==> src/rtl/spi_pkg.sv <==
// Definitions shared by the SPI serializer and deserializer: receive FSM states and default widths.
package spi_pkg;

    localparam int DEF_DATAW = 8;
    localparam int DEF_ADDRW = 24;

    typedef enum logic [1:0] {
        IDLE  = 2'd0,
        RX    = 2'd1,
        DRAIN = 2'd2
    } deser_state_t;

endpackage

==> src/rtl/spi_edge_detect.sv <==
// Registers a synchronously generated strobe (spi_clk) and emits single-clk rise/fall pulses.
module spi_edge_detect (
    input  logic clk,
    input  logic rst,
    input  logic i_sig,
    output logic o_rise,
    output logic o_fall
);

    logic r_sig_q;

    always_ff @(posedge clk or posedge rst) begin
        if (rst) begin
            r_sig_q <= 1'b0;
        end else begin
            r_sig_q <= i_sig;
        end
    end

    assign o_rise = i_sig & ~r_sig_q;
    assign o_fall = ~i_sig & r_sig_q;

endmodule

==> src/rtl/spi_deserializer.sv <==
// SPI read-data deserializer: samples miso on spi_clk rises and packs bits into words on a valid/ready port.
// Bit order is MSB-first by default; define DESER_LSB_FIRST_EN for LSB-first packing.
module spi_deserializer
    import spi_pkg::*;
#(
    parameter int DATAW = DEF_DATAW,
    parameter int WORDS = 4
) (
    input  logic             clk,
    input  logic             rst,
    input  logic             n_cs,
    input  logic             spi_clk,
    input  logic             miso,
    input  logic             rx_en,
    output logic [DATAW-1:0] data_out,
    output logic             valid_out,
    input  logic             ready_in,
    output logic             done,
    output logic             err
);

    localparam int CNTW = $clog2(WORDS * DATAW + 1);
    localparam int WBW  = (DATAW > 1) ? $clog2(DATAW) : 1;
    localparam logic [CNTW-1:0] LAST_BIT  = CNTW'(WORDS * DATAW - 1);
    localparam logic [WBW-1:0]  LAST_WBIT = WBW'(DATAW - 1);

    deser_state_t     r_state;
    deser_state_t     w_state_next;
    logic [CNTW-1:0]  r_bit_cnt;
    logic [WBW-1:0]   r_word_bit;
    logic [DATAW-1:0] r_shift;
    logic [DATAW-1:0] w_shift_next;
    logic [DATAW-1:0] r_data_out;
    logic             r_valid_out;
    logic             r_done;
    logic             r_err;

    logic w_rise;
    logic w_fall_unused;
    logic w_start;
    logic w_abort;
    logic w_sample;
    logic w_word_done;
    logic w_last_bit;
    logic w_accept;

    spi_edge_detect u_edge (
        .clk    (clk),
        .rst    (rst),
        .i_sig  (spi_clk),
        .o_rise (w_rise),
        .o_fall (w_fall_unused)
    );

`ifdef DESER_LSB_FIRST_EN
    assign w_shift_next = {miso, r_shift[DATAW-1:1]};
`else
    assign w_shift_next = {r_shift[DATAW-2:0], miso};
`endif

    assign w_accept    = r_valid_out & ready_in;
    assign w_start     = (r_state == IDLE) & rx_en & ~n_cs;
    assign w_abort     = (r_state == RX) & (n_cs | ~rx_en);
    // Abort wins over a coincident rise: the partial word is discarded anyway.
    assign w_sample    = (r_state == RX) & ~w_abort & w_rise;
    assign w_word_done = w_sample & (r_word_bit == LAST_WBIT);
    assign w_last_bit  = w_sample & (r_bit_cnt == LAST_BIT);

    always_ff @(posedge clk or posedge rst) begin
        if (rst) begin
            r_state <= IDLE;
        end else begin
            r_state <= w_state_next;
        end
    end

    // NOTE: assign a default first so every path drives w_state_next and no latch is inferred.
    always_comb begin
        w_state_next = r_state;
        case (r_state)
            IDLE:    if (w_start) w_state_next = RX;
            RX: begin
                if (w_abort)         w_state_next = IDLE;
                else if (w_last_bit) w_state_next = DRAIN;
            end
            DRAIN:   if (!r_valid_out || w_accept) w_state_next = IDLE;
            default: w_state_next = IDLE;
        endcase
    end

    // NOTE: non-blocking assignments throughout so every register samples pre-edge values.
    always_ff @(posedge clk or posedge rst) begin
        if (rst) begin
            r_bit_cnt   <= '0;
            r_word_bit  <= '0;
            r_shift     <= '0;
            r_data_out  <= '0;
            r_valid_out <= 1'b0;
            r_done      <= 1'b0;
            r_err       <= 1'b0;
        end else begin
            r_done <= (r_state == DRAIN) && (w_state_next == IDLE);

            if (w_start || w_abort) begin
                r_bit_cnt  <= '0;
                r_word_bit <= '0;
                r_shift    <= '0;
                r_err      <= w_abort;
            end else if (w_sample) begin
                r_shift    <= w_shift_next;
                r_bit_cnt  <= r_bit_cnt + CNTW'(1);
                r_word_bit <= w_word_done ? '0 : r_word_bit + WBW'(1);
            end

            // A held word that is not leaving this cycle blocks the new one: drop it and flag overrun.
            if (w_word_done && (!r_valid_out || w_accept)) begin
                r_data_out  <= w_shift_next;
                r_valid_out <= 1'b1;
            end else begin
                if (w_accept)    r_valid_out <= 1'b0;
                if (w_word_done) r_err       <= 1'b1;
            end
        end
    end

    assign data_out  = r_data_out;
    assign valid_out = r_valid_out;
    assign done      = r_done;
    assign err       = r_err;

endmodule

==> config.mk <==
export PLATFORM = sky130hd
export DESIGN_NAME = spi_deserializer
export DESIGN_NICKNAME = d
export VERILOG_FILES = /design/src/rtl/spi_pkg.sv /design/src/rtl/spi_edge_detect.sv /design/src/rtl/spi_deserializer.sv
export SDC_FILE = /design/constraint.sdc
export NUM_CORES = 1
export LEC_CHECK = 0
export ABC_AREA = 1
export ABC_CLOCK_PERIOD_IN_PS = 1700
export CAP_MARGIN = 20
export CORE_ASPECT_RATIO = 0.8
export CORE_MARGIN = 1
export CORE_UTILIZATION = 25
export DETAILED_ROUTE_END_ITERATION = 6
export HOLD_SLACK_MARGIN = 0.12
export PLACE_DENSITY_LB_ADDON = 0.12
export SYNTH_ARGS = -nofsm -noshare
export SYNTH_HDL_FRONTEND = slang
export SYNTH_SLANG_ARGS = --single-unit
==> constraint.sdc <==
create_clock -name clk -period 1.7 [get_ports clk]
set_clock_uncertainty 0.05 [all_clocks]
set_input_delay 0.425 -clock clk [delete_from_list [all_inputs] [get_ports clk]]
set_output_delay 0.425 -clock clk [all_outputs]
set_load 0.01 [all_outputs]
==> metrics.cfg, run 1 <==
[run_status]
status=complete, no violations

[finish]
nFillCells=564
drive_gt1_share_pct=18.9
multi_input_area_um2=612
nets=205
diodes=0
ff_latch_area_um2=751
fin_cells=274
synthToLayoutAreaGrowth_pct=29.2
fin_util_pct=34.0

[timing]
relSlewSlack_pct=73.8
tightest_slew_ns=0.393
setup_viol_count_final=0
hold_violations=0
rsz0062_at_grt=no
fmax_mhz=606
tns_ns=0
hold_slack_ns=0.417
fin_crit_ns=1.65
maxSlewViolCount=0
period_share_pct=97.0

[setup_path]
worstPathRequired_ns=1.22
worst-path-buf-inv=1
cp_max_fo=2
cp_cell_sequence=clkdlybuf4s50_1
crit_slowest_cell=clkdlybuf4s50_1
start_kind=register
crit_family=buffers and inverters
critical_path_class=reg2out
worstPathArrival_ns=1.17
worstSetupEndpointType=output port
crit_path_max_incr_delay_ns=0.54

[detailed_routing]
first_pass_iters=4
via_count=1103
wl_per_cell_um=10.1
drtIter0Drc=48
wl_met3_um=114
avgViaCountPerCell=4.03
final_antenna_net_count=0
maxUsedRoutingLayer=met4
wl_met1_mm=1.41
wl_met2_mm=1.19
drc=0
drt_wl_total_mm=2.77

[yosys]
yosysTopAreaCell=dfrtp_1
yosysUniqueCellTypes=24
synth_seq_cells=30
syn_avg_cell_area_um2=8.92
ys_async_sr_fraction_pct=100
syn-num-nets=172
netlist.area_leader.share_pct=51.9
ys_warn_count=0
synth_area_um2=1450
ys_top_cells_by_count=nand2_1, dfrtp_1, nand3_1
synth_seq_area_share_pct=51.9
synth_ff_type=dfrtp_1
syn_inst=162
synthTopCellsByArea=dfrtp_1, nand2_1, nand3_1
synth_edf_count=0
yosysMostFrequentCell=nand2_1

[clocking]
cts_tree=done
clk_pin_slew_worst_paths_ns=0.07
clockBufferDepth=2
clock-root-buffer=clkbuf_8
cts_htree_levels=2
post_cts_buffers=0
insertion_delay_ns=0.28
cts_made_buffers=5
numClockSinks=30

[die]
dieArea_um2=6090
io_pins=18
die_w_um=87.0
initial_core_util_pct=26.3
core_um2=5500
fp.dieH_um=70
row_count=24

[global_routing]
grt_use_total_pct=11.0
gr-total-overflow=0
grt_pass1_wl_mm=5.19
grt_max_degree=31
antenna_found_initial=0
grt_pass1_vias=1147

[pwr]
power_density_nw_per_um2=772
p_leak_nw=1.01
ir_worst_vdd_uv=233

[placed_design]
portBuffers=17
gp_congestion=0.729
dp_hpwl_mm=2.07
placed_cells=266

[job]
cap_violations=0

[min_path]
hp-class=reg2reg

-- metal layers --
layer / track usage [%] / vias up
li1: - / 570
met1: 14.5 / 506
met2: 16.2 / 19
met3: 3.78 / 8
met4: 5.19 / 0
met5: 0 / -
-- cell type report --
| cell class | count | area share (%) |
|---|---|---|
| clock buffers | 6 | 4.42 |
| clock inverters | 2 | 0.670 |
| repair buffers | 28 | 13.7 |
| inverters | 15 | 3.02 |
| well taps | 78 | 5.23 |
| flip-flops and latches | 30 | 40.2 |
| multi-input cells | 115 | 32.8 |
-- what timing repair did --
item,4_1_cts,5_1_grt
setup endpoints to repair,0,1
hold buffers,0,0
gates resized for setup,0,1
-- sequential cells by signal, summed over array words and instances, names as in the netlist --
signal,count
r_bit_cnt,6
valid_out,1
done,1
u_edge.r_sig_q,1
err,1
data_out,8
r_word_bit,3
r_state,2
r_shift,7
-- path summary, 6_finish.rpt --
kind / startpoint / end / slack [ns] / cells after the start
worst max register to register: r_bit_cnt[0] / r_state[0] / 0.30 / 5
worst max-delay path: data_out[2] / data_out[2] / 0.05 / 1
min in group asynchronous: rst / r_state[0] / 0.47 / 3
max in group asynchronous: rst / r_word_bit[2] / 0.83 / 3
worst min-delay path: data_out[4] / data_out[4] / 0.42 / 2
worst min register to register: data_out[4] / data_out[4] / 0.42 / 2
-- logic make-up after synthesis --
logic type      share of synthesized area [%]
simple gates                             36.8
flops                                    51.9
buf+inv                                  5.71
compound gates                           1.73
fa+ha+maj                                2.60
xor+xnor                                 1.21
-- cell usage in the layout (no fill, tap or decap), drive strengths merged, types with 2 or more instances in the layout --
master and instances:
a21oi 3, nor2 11, dfrtp 30, xor2 2, nand2 71, buf 11, inv 14, o21ai 2
clkinv 2, nand3 18, clkdlybuf4s50 16, clkbuf 6, nand4 2, ha 3
-- worst register-to-register path, cell delays in order (launching register included) --
cell and delay, ns:
dfrtp_1 0.43, ha_1 0.20, nand2_1 0.09, nor3_1 0.21, nand2_1 0.15, nor3b_1 0.16
-- power by group --
group          switching [mW]  leakage, nW  internal, mW
clock network           0.283       0.0472         0.325
logic                  0.0614        0.547        0.0451
registers             0.00469        0.414         0.721
-- per-stage QoR --
stage	instance area [um^2]	setup WS, ns	total power [mW]
3_3_place_gp	1770	-0.153	0.848
5_1_grt	1870	0.00431	1.51
3_5_place_dp	1770	-0.164	0.849
6_report	1870	0.0505	1.44
4_1_cts	1860	0.0408	1.46
2_1_floorplan	1450	0.418	0.800
No activity file was read; power rests on OpenSTA's default activity.
==> run 2, diff against run 1 <==
--- a/config.mk
+++ b/config.mk
@@ -14,6 +14,7 @@
 export DETAILED_ROUTE_END_ITERATION = 6
 export HOLD_SLACK_MARGIN = 0.12
 export PLACE_DENSITY_LB_ADDON = 0.12
+export SETUP_SLACK_MARGIN = 0.1
 export SYNTH_ARGS = -nofsm -noshare
 export SYNTH_HDL_FRONTEND = slang
 export SYNTH_SLANG_ARGS = --single-unit
==> constraint.sdc (replaced) <==
create_clock -name clk -period 1.7 [get_ports clk]
set_clock_uncertainty 0.05 [all_clocks]
set_input_delay 0.34 -clock clk [delete_from_list [all_inputs] [get_ports clk]]
set_output_delay 0.34 -clock clk [all_outputs]
set_load 0.01 [all_outputs]
==> metrics.cfg, run 2 (same netlist as run 1, synthesis figures left out) <==
[setup_path]
r2r_cells=5
crit_family=buffers and inverters
reg2reg_setup_slack_ns=0.28
start_kind=register
worstSetupEndpointType=output port
crit_slowest_cell=clkdlybuf4s50_1
cp_cell_sequence=clkdlybuf4s50_1
crit_cells=1
rr_startpoint=r_bit_cnt[0]
critical_path_class=reg2out
cp_max_fo=2
worstPathRequired_ns=1.31
worst-path-buf-inv=1
crit_path_max_incr_delay_ns=0.55
r2r_end=r_state[0]
worstPathArrival_ns=1.16

[clocking]
cts_made_buffers=5
clockBufferDepth=2
cts_htree_levels=2
cts_tree=done
insertion_delay_ns=0.27
numClockSinks=30
hold_buffers=0
clock-root-buffer=clkbuf_8
clk_pin_slew_worst_paths_ns=0.07

[global_routing]
grt_max_degree=31
grt_use_total_pct=10.9
grt_pass1_wl_mm=4.96
antenna_found_initial=0
gr-total-overflow=0
grt_pass1_vias=1079

[pwr]
clkPwrFrac_pct=38.9
power_density_nw_per_um2=734
finalPower_mw=1.36
p_leak_nw=1.04
p_comb_share_pct=7.5
ir_worst_vdd_uv=240
power.net_switching_mw=0.320
p_seq_share_pct=53.5
intPower_mw=1.04
swShare_pct=23.6

[finish]
diodes=0
nets=204
final_common_cell=nand2_1
largest_reg_flops=8
drive_gt1_share_pct=18.0
nFillCells=574
synthToLayoutAreaGrowth_pct=27.9
fin_cells=272
final_cell_mix=nand2_1, dfrtp_1, nand3_1

[detailed_routing]
final_antenna_net_count=0
drt_wl_total_mm=2.89
first_pass_iters=4
via_count=1106
drc=0
avgViaCountPerCell=4.07
drtIter0Drc=87
wl_per_cell_um=10.6

[die]
fp.dieH_um=70
row_count=24
core_um2=5500
die_w_um=87.0
io_pins=18
dieArea_um2=6090
initial_core_util_pct=26.3

[timing]
fin_crit_ns=1.55
period_share_pct=91.0
setup_viol_count_final=0
relSlewSlack_pct=73.8
tightest_slew_ns=0.392
rsz0062_at_grt=no
fmax_mhz=646
maxSlewViolCount=0
hold_violations=0

[placed_design]
dp_hpwl_mm=2.15
placed_cells=265
gp_congestion=0.714
portBuffers=17

[run_status]
status=complete, no violations

[job]
cap_violations=0

[min_path]
hp-class=in2async

-- run 2: worst max-delay path by stage --
| stage | from | end |
|---|---|---|
| final | data_out[3] | data_out[3] |
| after global routing | valid_out | valid_out |
| after CTS | data_out[5] | data_out[5] |
| after detailed placement | rx_en | data_out[3] |
| after global placement | rx_en | data_out[3] |
| after floorplan | r_word_bit[0] | data_out[0] |
-- run 2: layout make-up --
type | count | area [um^2] | share of cell area [%]
clock buffers | 5 | 68.8 | 3.72
clock inverters | 2 | 10.0 | 0.542
well taps | 78 | 97.6 | 5.28
flip-flops and latches | 30 | 751 | 40.6
repair buffers | 27 | 253 | 13.7
multi-input cells | 115 | 612 | 33.1
inverters | 15 | 56.3 | 3.05
-- run 2: per-stage QoR --
stage | cell area, um^2 | hold WS, ns | TNS, ns | worst slack [ns] | util (%)
floorplan | 1450 | 0.321 | 0 | 0.439 | -
detailed placement | 1760 | 0.408 | -1.31 | -0.0880 | 32.1
CTS | 1840 | 0.421 | 0 | 0.129 | 33.5
global route | 1850 | 0.441 | 0 | 0.102 | 33.6
finish | 1850 | 0.407 | 0 | 0.153 | 33.6
global placement | 1760 | 0.404 | -0.783 | -0.0735 | 32.1
-- run 2: routing by layer --
| layer | global-route usage [%] | wire length [um] | up-vias |
|---|---|---|---|
| li1 | - | - | 568 |
| met1 | 14.4 | 1480 | 513 |
| met2 | 15.7 | 1270 | 21 |
| met3 | 3.66 | 104 | 4 |
| met4 | 5.37 | 38 | 0 |
| met5 | 0 | 0 | - |
-- run 2: timing repair --
item | in CTS | in global routing
setup endpoints to repair | 0 | 3
resized for setup | 0 | 3
setup buffers | 0 | 0
-- run 2: power by group through the flow --
stage               Clock, mW  Sequential, mW  Combinational, mW
global placement            0           0.740              0.104
finish                  0.528           0.727              0.102
CTS                     0.563           0.726              0.105
global route            0.593           0.726              0.115
floorplan                   0           0.740             0.0599
detailed placement          0           0.740              0.105
-- run 2: worst register-to-register path: stages (launching register included) --
cell and delay [ns]:
dfrtp_1 0.44, ha_1 0.20, nand2_1 0.09, nor3_1 0.21, nand2_1 0.16, nor3b_1 0.16
==> run 3, diff against run 2 <==
--- a/config.mk
+++ b/config.mk
@@ -17,4 +17,5 @@
 export SETUP_SLACK_MARGIN = 0.1
 export SYNTH_ARGS = -nofsm -noshare
 export SYNTH_HDL_FRONTEND = slang
+export SYNTH_HIERARCHICAL = 1
 export SYNTH_SLANG_ARGS = --single-unit
==> metrics.cfg, run 3 <==
[run_status]
status=complete, no violations

[clocking]
cts_tree=done
insertion_delay_ns=0.28
cts_made_buffers=5
clock-root-buffer=clkbuf_8
numClockSinks=30
clk_pin_slew_worst_paths_ns=0.07
cts_htree_levels=2
clockBufferDepth=2

[timing]
fin_crit_ns=1.56
setup_viol_count_final=0
relSlewSlack_pct=74.9
maxSlewViolCount=0
fmax_mhz=640
tightest_slew_ns=0.376
hold_violations=0
setup_ws_ns=0.137
rsz0062_at_grt=no
period_share_pct=91.9

[setup_path]
crit_path_max_incr_delay_ns=0.54
crit_family=buffers and inverters
worstPathArrival_ns=1.17
cp_max_fo=2
start_kind=register
critical_path_class=reg2out
r2r_end=err
r2r_cells=7
reg2reg_setup_slack_ns=0.32
worstSetupEndpointType=output port
crit_slowest_cell=clkdlybuf4s50_1
worstPathRequired_ns=1.31
rr_startpoint=r_word_bit[0]
worst-path-buf-inv=1
cp_cell_sequence=clkdlybuf4s50_1

[yosys]
syn_inst=159
syn_avg_cell_area_um2=8.35
syn-num-nets=169
ys_warn_count=6
synth_area_um2=1330

[global_routing]
antenna_found_initial=0
grt_max_degree=30
grt_pass1_vias=1034
grt_use_total_pct=11.4
grt_pass1_wl_mm=4.90
gr-total-overflow=0

[finish]
fin_util_pct=34.6
nFillCells=542
final_common_cell=nand2_1
synthToLayoutAreaGrowth_pct=31.9
multi_input_area_um2=509
drive_gt1_share_pct=13.7
largest_reg_flops=8
diodes=0
ff_latch_area_um2=751
final_cell_mix=nand2_1, dfrtp_1, clkdlybuf4s50_1
nets=199

[job]
cap_violations=0

[detailed_routing]
via_count=1049
drc=0
first_pass_iters=4
wl_per_cell_um=10.9
avgViaCountPerCell=4.16
drt_wl_total_mm=2.74
final_antenna_net_count=0
drtIter0Drc=46

[min_path]
min_path_cells=1
hp-start=spi_clk
worstHoldEndpoint=u_edge/r_sig_q
hp-class=in2reg

[die]
die_w_um=83.5
row_count=23
io_pins=18
fp.dieH_um=67.2
dieArea_um2=5610
initial_core_util_pct=26.2
core_um2=5060

[pwr]
power_density_nw_per_um2=850
p_leak_nw=0.989
ir_worst_vdd_uv=412

[placed_design]
portBuffers=17
post-place-ws_ns=-0.161
dp_hpwl_mm=1.92
gp_congestion=0.722

run 3: per-layer routing:
| metal | up-vias | part of all wire, % | global-route usage (%) |
|---|---|---|---|
| li1 | 543 | - | - |
| met1 | 484 | 53 | 15.4 |
| met2 | 17 | 41 | 16.6 |
| met3 | 5 | 4.7 | 4.03 |
| met4 | 0 | 1.2 | 5.08 |
| met5 | - | 0 | 0 |
run 3: worst max path at each step:
stage / startpoint / endpoint / slack, ns / cells past startpoint
after detailed placement: spi_clk / data_out[6] / -0.16 / 10
after floorplan: r_word_bit[0] / data_out[0] / 0.45 / 7
after global placement: spi_clk / r_state[0] / -0.12 / 8
after CTS: data_out[6] / data_out[6] / 0.11 / 1
final: data_out[7] / data_out[7] / 0.14 / 1
after global routing: data_out[7] / data_out[7] / 0.10 / 1
run 3: metrics by stage:
stage / setup TNS (ns) / instance area [um^2] / std cells / total power, mW / hold slack [ns]
after floorplan: 0 / 1330 / 159 / 0.781 / 0.0187
after global placement: -1.24 / 1600 / 242 / 0.819 / 0.408
after detailed placement: -2.29 / 1600 / 242 / 0.820 / 0.411
after CTS: 0 / 1710 / 250 / 1.52 / 0.158
after global routing: 0 / 1750 / 252 / 1.55 / 0.151
final: 0 / 1750 / 252 / 1.49 / 0.152
run 3: cell type report:
type / count / share of cell area, %
repair buffers: 26 / 14.1
inverters: 15 / 3.22
multi-input cells: 111 / 29.1
well taps: 62 / 4.43
flip-flops and latches: 30 / 42.9
clock buffers: 8 / 6.29
run 3: what timing repair did:
action	4_1_cts	5_1_grt
setup buffers	0	1
hold buffers	0	0
endpoints found under the setup margin	0	15
resized for setup	0	9
run 3: power breakdown:
part	internal (mW)	total, mW	leakage (nW)	switching, mW
Sequential	0.721	0.727	0.414	0.00504
Combinational	0.0314	0.0778	0.518	0.0463
Clock	0.409	0.683	0.0575	0.275
